<file path="config.mk">
export PLATFORM = sky130hd
export DESIGN_NAME = mult_writeback
export DESIGN_NICKNAME = d
export VERILOG_FILES = /design/src/rtl/mult_writeback.sv
export SDC_FILE = /design/constraint.sdc
export NUM_CORES = 1
export LEC_CHECK = 0
export ABC_AREA = 1
export CORE_MARGIN = 3
export CORE_UTILIZATION = 51
export DETAILED_ROUTE_END_ITERATION = 10
export PLACE_DENSITY = 0.79
export SLEW_MARGIN = 10
export SYNTH_ARGS = -nofsm -noshare
export SYNTH_HDL_FRONTEND = slang
export SYNTH_SLANG_ARGS = --single-unit
</file>
<file path="constraint.sdc">
create_clock -name clk -period 8.2 [get_ports clk]
set_input_delay 1.23 -clock clk [delete_from_list [all_inputs] [get_ports clk]]
set_output_delay 1.23 -clock clk [all_outputs]
set_load 0.01 [all_outputs]
</file>
<file path="src/rtl/mult_writeback.sv">
`default_nettype none
// ============================================================================
//  Module   : mult_writeback
//  Purpose  : Buffers 128-bit multiplier products in a small FIFO and streams
//             each one to the register file as two 64-bit writes (low, high).
//  Revision : 1.0  initial release
// ============================================================================
module mult_writeback #(
    parameter int DEPTH = 2
) (
    input  logic                     clk,
    input  logic                     rst_n,
    input  logic                     in_valid,
    output logic                     in_ready,
    input  logic [127:0]             in_product,
    input  logic                     in_overflow,
    input  logic [4:0]               in_rd,
    output logic                     wb_valid,
    input  logic                     wb_ready,
    output logic [63:0]              wb_data,
    output logic [4:0]               wb_rd,
    output logic                     wb_half,
    output logic                     ovf_sticky,
    input  logic                     ovf_clear,
    output logic [$clog2(DEPTH):0]   count
);

    localparam int PTR_W = $clog2(DEPTH);
    localparam int CNT_W = PTR_W + 1;

    typedef enum logic [0:0] {
        ST_LO = 1'b0,
        ST_HI = 1'b1
    } state_t;

    logic [127:0]     r_prod_mem [DEPTH];
    logic             r_ovf_mem  [DEPTH];
    logic [4:0]       r_rd_mem   [DEPTH];

    logic [PTR_W-1:0] r_wptr;
    logic [PTR_W-1:0] r_rptr;
    logic [CNT_W-1:0] r_count;
    state_t           r_state;
    logic             r_ovf_sticky;

    logic             w_push;
    logic             w_xfer;
    logic             w_pop;

    // Handshakes depend only on registered occupancy: no in->wb bypass.
    assign in_ready   = (r_count < CNT_W'(DEPTH));
    assign wb_valid   = (r_count != '0);
    assign count      = r_count;
    assign ovf_sticky = r_ovf_sticky;

    assign w_push = in_valid && in_ready;
    assign w_xfer = wb_valid && wb_ready;
    assign w_pop  = w_xfer && (r_state == ST_HI);

    // Payload storage needs no reset; occupancy gates every read.
    always_ff @(posedge clk) begin
        if (w_push) begin
            r_prod_mem[r_wptr] <= in_product;
            r_ovf_mem[r_wptr]  <= in_overflow;
            r_rd_mem[r_wptr]   <= in_rd;
        end
    end

    always_ff @(posedge clk or negedge rst_n) begin
        if (!rst_n) begin
            r_wptr  <= '0;
            r_rptr  <= '0;
            r_count <= '0;
        end else begin
            if (w_push) begin
                r_wptr <= r_wptr + PTR_W'(1);
            end
            if (w_pop) begin
                r_rptr <= r_rptr + PTR_W'(1);
            end
            if (w_push && !w_pop) begin
                r_count <= r_count + CNT_W'(1);
            end else if (!w_push && w_pop) begin
                r_count <= r_count - CNT_W'(1);
            end
        end
    end

    // Half-select FSM: the high word transfer retires the head entry.
    always_ff @(posedge clk or negedge rst_n) begin
        if (!rst_n) begin
            r_state <= ST_LO;
        end else begin
            case (r_state)
                ST_LO:   if (w_xfer) r_state <= ST_HI;
                ST_HI:   if (w_xfer) r_state <= ST_LO;
                default: r_state <= ST_LO;
            endcase
        end
    end

    // A set on the retiring high word takes priority over a clear.
    always_ff @(posedge clk or negedge rst_n) begin
        if (!rst_n) begin
            r_ovf_sticky <= 1'b0;
        end else if (w_pop && r_ovf_mem[r_rptr]) begin
            r_ovf_sticky <= 1'b1;
        end else if (ovf_clear) begin
            r_ovf_sticky <= 1'b0;
        end
    end

    always_comb begin
        wb_data = '0;
        wb_rd   = '0;
        wb_half = 1'b0;
        if (wb_valid) begin
            if (r_state == ST_HI) begin
                wb_data = r_prod_mem[r_rptr][127:64];
                wb_rd   = r_rd_mem[r_rptr] + 5'd1;
                wb_half = 1'b1;
            end else begin
                wb_data = r_prod_mem[r_rptr][63:0];
                wb_rd   = r_rd_mem[r_rptr];
                wb_half = 1'b0;
            end
        end
    end

endmodule
`default_nettype wire

</file>
Yosys cells after proc, flatten, opt, wreduce, memory -nomap -nowiden

Memory sizes are Yosys's and may differ from the RTL's.
Index checks and enable logic that the tools add are counted.
Widths: inputs -> output; s select.

Memory bits (writable): 268
Register bits: 6
Logic and storage cells: 41
Memories: 3

Memory list:

| memory     | words | width | read ports | clocked after Yosys merged registers in | wr ports | line | RTL |
|---|---|---|---|---|---|---|---|
| r_prod_mem | 2     | 128   | 1          | 0                                       | 1        | 36   | `logic [127:0] r_prod_mem [DEPTH];` |
| r_rd_mem   | 2     | 5     | 1          | 0                                       | 1        | 38   | `logic [4:0] r_rd_mem [DEPTH];` |
| r_ovf_mem  | 2     | 1     | 1          | 0                                       | 1        | 37   | `logic r_ovf_mem [DEPTH];` |

Add/subtract/negate cells: 5
Reductions and logical operators: 11
Mux-type cells: 15
Bitwise gates (word level): 1
Order comparisons: 1

Operators with widths:

| operator            | count |
|---|---|
| $mux 64             | 2 |
| $mux 5              | 2 |
| $mux 1              | 8 |
| $logic_and 1x1->1   | 6 |
| $reduce_bool 2->1   | 3 |
| $add 5x1->5 const B | 1 |
| $mux 2              | 2 |
| $add 1x1->1 const B | 2 |
| $add 2x1->2 const B | 1 |
| $logic_not 1->1     | 2 |
| $lt 2x2->1 const B  | 1 |
| $pmux 1 s2          | 1 |
| $sub 2x1->2 const B | 1 |
| $not 1->1           | 1 |

Longest topological paths before layout

Depth after elaboration: 6
Gate-level depth with buffers: 12
Depth with buffers taken out: 11

Worst setup path before layout

OpenSTA, ideal clock, no wires.

Path type: in2reg
From: input in_valid
To: memory r_ovf_mem[0] (enable)
Library setup time: 0.629 ns
Cell stages on the path: 2
Setup slack: 0.661 ns
Arrival: 6.910 ns
Path through: nand2_1 > nor2_1

Word-level cells in the longest chain between the ends: 3

Ends and longest elaborated chain:

| item                         | line | RTL |
|---|---|---|
| start, declared              | 13   | `input logic in_valid,` |
| $logic_and 1x1->1            | 56   | `assign w_push = in_valid && in_ready;` |
| $mux 1                       | 62   | `if (w_push) begin` |
| $mux 1 (not written as such) | 64   | `r_ovf_mem[r_wptr] <= in_overflow;` |
| end, declared                | 37   |  |

Every way passes these cells.

Final worst setup path

From: register r_rptr
To: output wb_data[50]

Word-level cells in the longest chain between the ends: 3

Ends and longest elaborated chain:

| item                   | line | RTL |
|---|---|---|
| start, declared        | 41   | `logic [PTR_W-1:0] r_rptr;` |
| start signal, assigned | 79   | `r_rptr <= r_rptr + PTR_W'(1);` |
| $mem_v2 2x128          | n/a  |  |
| $mux 64                | 118  | `if (r_state == ST_HI) begin` |
| $mux 64                | 117  | `if (wb_valid) begin` |
| end, declared          | 20   | `output logic [63:0] wb_data,` |

Every way passes these cells.

==> impl_metrics.yaml <==
run_status:
  run_status: "finished clean"
power:
  power_switching_w: 0.00169
  powerDensity_nw_per_um2: 374
  peakVddDrop_mv: 0.290
  p_seq_share_pct: 37.5
  finalPower_w: 0.00519
  switching_share_pct: 32.5
  internal-power_w: 0.00350
  pwr-share-comb_pct: 38.3
  p_leak_nw: 4.80
  p_clk_share_pct: 24.3
die:
  initial_utilization_pct: 52.3
  core_area_um2: 20400
  fp.dieW_um: 151
  die-area_um2: 22700
  ioPinCount: 214
  die_height_um: 151
  rows: 52
flow_run:
  cap_viol_max_count: 0
cells_and_area:
  nets: 1093
  fin_util_pct: 68.2
  layout-drive-gt1-share_pct: 7.72
  antenna_cells: 0
  area_delta_synth_final_pct: 30.3
global_route:
  grt_pass1_vias: 6567
  grt_pass1_wl_um: 34500
  grt_use_total_pct: 19.7
  grt_max_degree: 73
  antenna_found_initial: 1
  grt_overflow_total: 0
logic_synthesis:
  yosys.area.top_type: "edfxtp_1"
  synth_warnings: 0
  syn_area_um2: 10700
  synth_nets: 882
  syn_area_per_cell_um2: 14.4
  syn_inst: 740
  ys_top_cells_by_area: "edfxtp_1 76%, nor2_1 4.7%, o21ai_0 3.5%"
  synth_cell_types: 25
  yosys_register_bits: 274
  synth_sequential_area_ratio_pct: 76.9
  netlist.area_leader.share_pct: 75.5
route:
  routed_wl_um: 23100
  drc_errors: 0
  viasPerCell: 5.34
  ant_nets: 0
  wl_per_cell_um: 18.6
  vias: 6629
  drtIter0Drc: 431
  drt_first_pass_iters: 5
clock_tree:
  cts_resized: 0
  post_cts_buffers: 0
  clk_pin_slew_ns: 0.06
  htreeDepth: 1
  ctsHoldBuffers: 0
  cts_buffers: 28
  cts_buffer_depth: 3
  clk_latency_ns: 0.53
  cts_num_sinks: 274
  tritoncts: "yes"
  cts_root_buffer: "clkbuf_16"
placement:
  dp_hpwl_um: 14100
  place_ws_ns: 3.86
  io_buffers: 213
  place_congestion: 0.797
sta:
  rsz0062_at_grt: "no"
  tns_ns: 0
  final.period_utilization_pct: 59.6
  whs_ns: 0.500
  hold_viol: 0
  tightest_slew_ns: 0.934
  max_freq_mhz: 205
  min_period_ns: 4.89
  slew_headroom_pct: 37.7
  skew_ns: 0.0125
  layout_setup_ws_ns: 3.31
  setup_viol: 0
  slew_viol_final: 0
worst_setup_path:
  cp_slowest_cell: "dfrtp_4"
  required_ns: 6.97
  r2r_cells: 11
  criticalPathCategory: "flop to primary output"
  crit_path_end_kind: "primary output"
  critical_path_peak_fanout: 72
  r2r-start: "count[1]$_DFFE_PN0P_"
  arrival_ns: 3.66
  cpPeakStageDelay_ns: 0.78
  critPathLaunchType: "flop"
  r2r_slack_ns: 5.72
  crit_chain: "inv_2 -> buf_4 -> o21ai_0 -> o22ai_1 -> clkdlybuf4s50_1"
  critical_path_depth: 5
  cp_num_buf_inv: 3
  endpoint: "wb_data[50]"
  cp_top_family: "buffers and inverters"
  cp-startpoint: "r_rptr$_DFFE_PN0P_"
  r2r_end: "count[1]$_DFFE_PN0P_"
hold_path:
  hold_class: "flop to flop"
  min_delay_path_depth: 1
-- how the worst min path moves through the flow --
stage / startpoint / endpoint / slack (ns)
finish: count[0]$_DFFE_PN0P_ / count[0]$_DFFE_PN0P_ / 0.50
global route: count[0]$_DFFE_PN0P_ / count[0]$_DFFE_PN0P_ / 0.52
CTS: count[0]$_DFFE_PN0P_ / count[0]$_DFFE_PN0P_ / 0.50
detailed placement: count[0]$_DFFE_PN0P_ / count[0]$_DFFE_PN0P_ / 0.49
global placement: count[0]$_DFFE_PN0P_ / count[0]$_DFFE_PN0P_ / 0.49
floorplan: r_state$_DFF_PN0_ / r_state$_DFF_PN0_ / 0.47
-- through the flow --
step	std cells	cell area [um2]
floorplan	740	10700
global placement	1191	12900
detailed placement	1191	12900
CTS	1242	13900
global route	1242	13900
finish	1242	13900
-- kinds of logic (layout without fill, tap and decap cells) --
kind of cell / Yosys count / after routing / synth area share (%)
compound gates: 169 / 169 / 8.34
xor+xnor: 4 / 4 / 0.329
fa+ha+maj: 3 / 3 / 0.352
buf+inv: 62 / 294 / 3.26
flops: 274 / 274 / 76.9
mux: 32 / 32 / 3.01
simple gates: 196 / 196 / 7.78
-- flip-flops by register name, summed over array words and instances (netlist names) --
| signal | flops |
|---|---|
| count | 2 |
| r_state | 1 |
| r_rptr | 1 |
| r_wptr | 1 |
| r_prod_mem | 256 |
| ovf_sticky | 1 |
| r_ovf_mem | 2 |
| r_rd_mem | 10 |
-- synthesized netlist by cell type --
| master | instances |
|---|---|
| or2_2 | 17 |
| buf_1 | 2 |
| xor2_1 | 3 |
| xnor2_1 | 1 |
| ha_1 | 3 |
| buf_2 | 12 |
| nor2_1 | 134 |
| nand2_2 | 1 |
| edfxtp_1 | 268 |
| clkbuf_1 | 11 |
| nor3_1 | 1 |
| inv_2 | 2 |
| o21ai_1 | 26 |
| dfrtp_1 | 6 |
| buf_4 | 4 |
| buf_6 | 11 |
| o21ai_0 | 75 |
| inv_1 | 18 |
| nand3_1 | 2 |
| or2_1 | 18 |
| nand2_1 | 23 |
| mux2i_1 | 32 |
| a21oi_1 | 34 |
| o22ai_1 | 34 |
| clkbuf_2 | 2 |
-- cells in the final DEF, fill, tap and decap left out, types with 2 or more instances in the layout --
cell type / n
nand2_1: 23
xor2_1: 3
ha_1: 3
inv_2: 2
edfxtp_1: 268
nand3_1: 2
clkinv_1: 5
clkinv_2: 6
clkdlybuf4s50_1: 213
inv_1: 18
o21ai_0: 75
bufinv_16: 4
a21oi_1: 34
clkinvlp_4: 2
clkbuf_16: 29
mux2i_1: 32
dfrtp_1: 5
o22ai_1: 34
buf_4: 10
nor2_1: 132
or2_2: 17
nor2_4: 2
clkbuf_1: 4
o21ai_1: 26
or2_1: 18
-- routing by layer --
metal | track usage (%) | routed length (um)
met2 | 32.9 | 11200
met4 | 5.26 | 420
met1 | 25.8 | 9190
met5 | 0 | 13
met3 | 5.18 | 2220
-- power by group through the flow --
stage / clock network, W / logic (W) / registers, W
after floorplan: 0 / 0.00113 / 0.00195
after global placement: 0 / 0.00197 / 0.00196
after detailed placement: 0 / 0.00199 / 0.00197
after CTS: 0.00128 / 0.00200 / 0.00194
after global routing: 0.00134 / 0.00216 / 0.00197
final: 0.00126 / 0.00198 / 0.00194
-- area by class of cell --
type,count,area [um2]
fill,1408,6480
sequential,274,8200
multi-input combinational,404,2130
clock buffer,33,741
inverter,20,75.1
tap,270,338
clock inverter,18,193
timing repair buffer,223,2210
No activity file was read; power rests on OpenSTA's default activity.
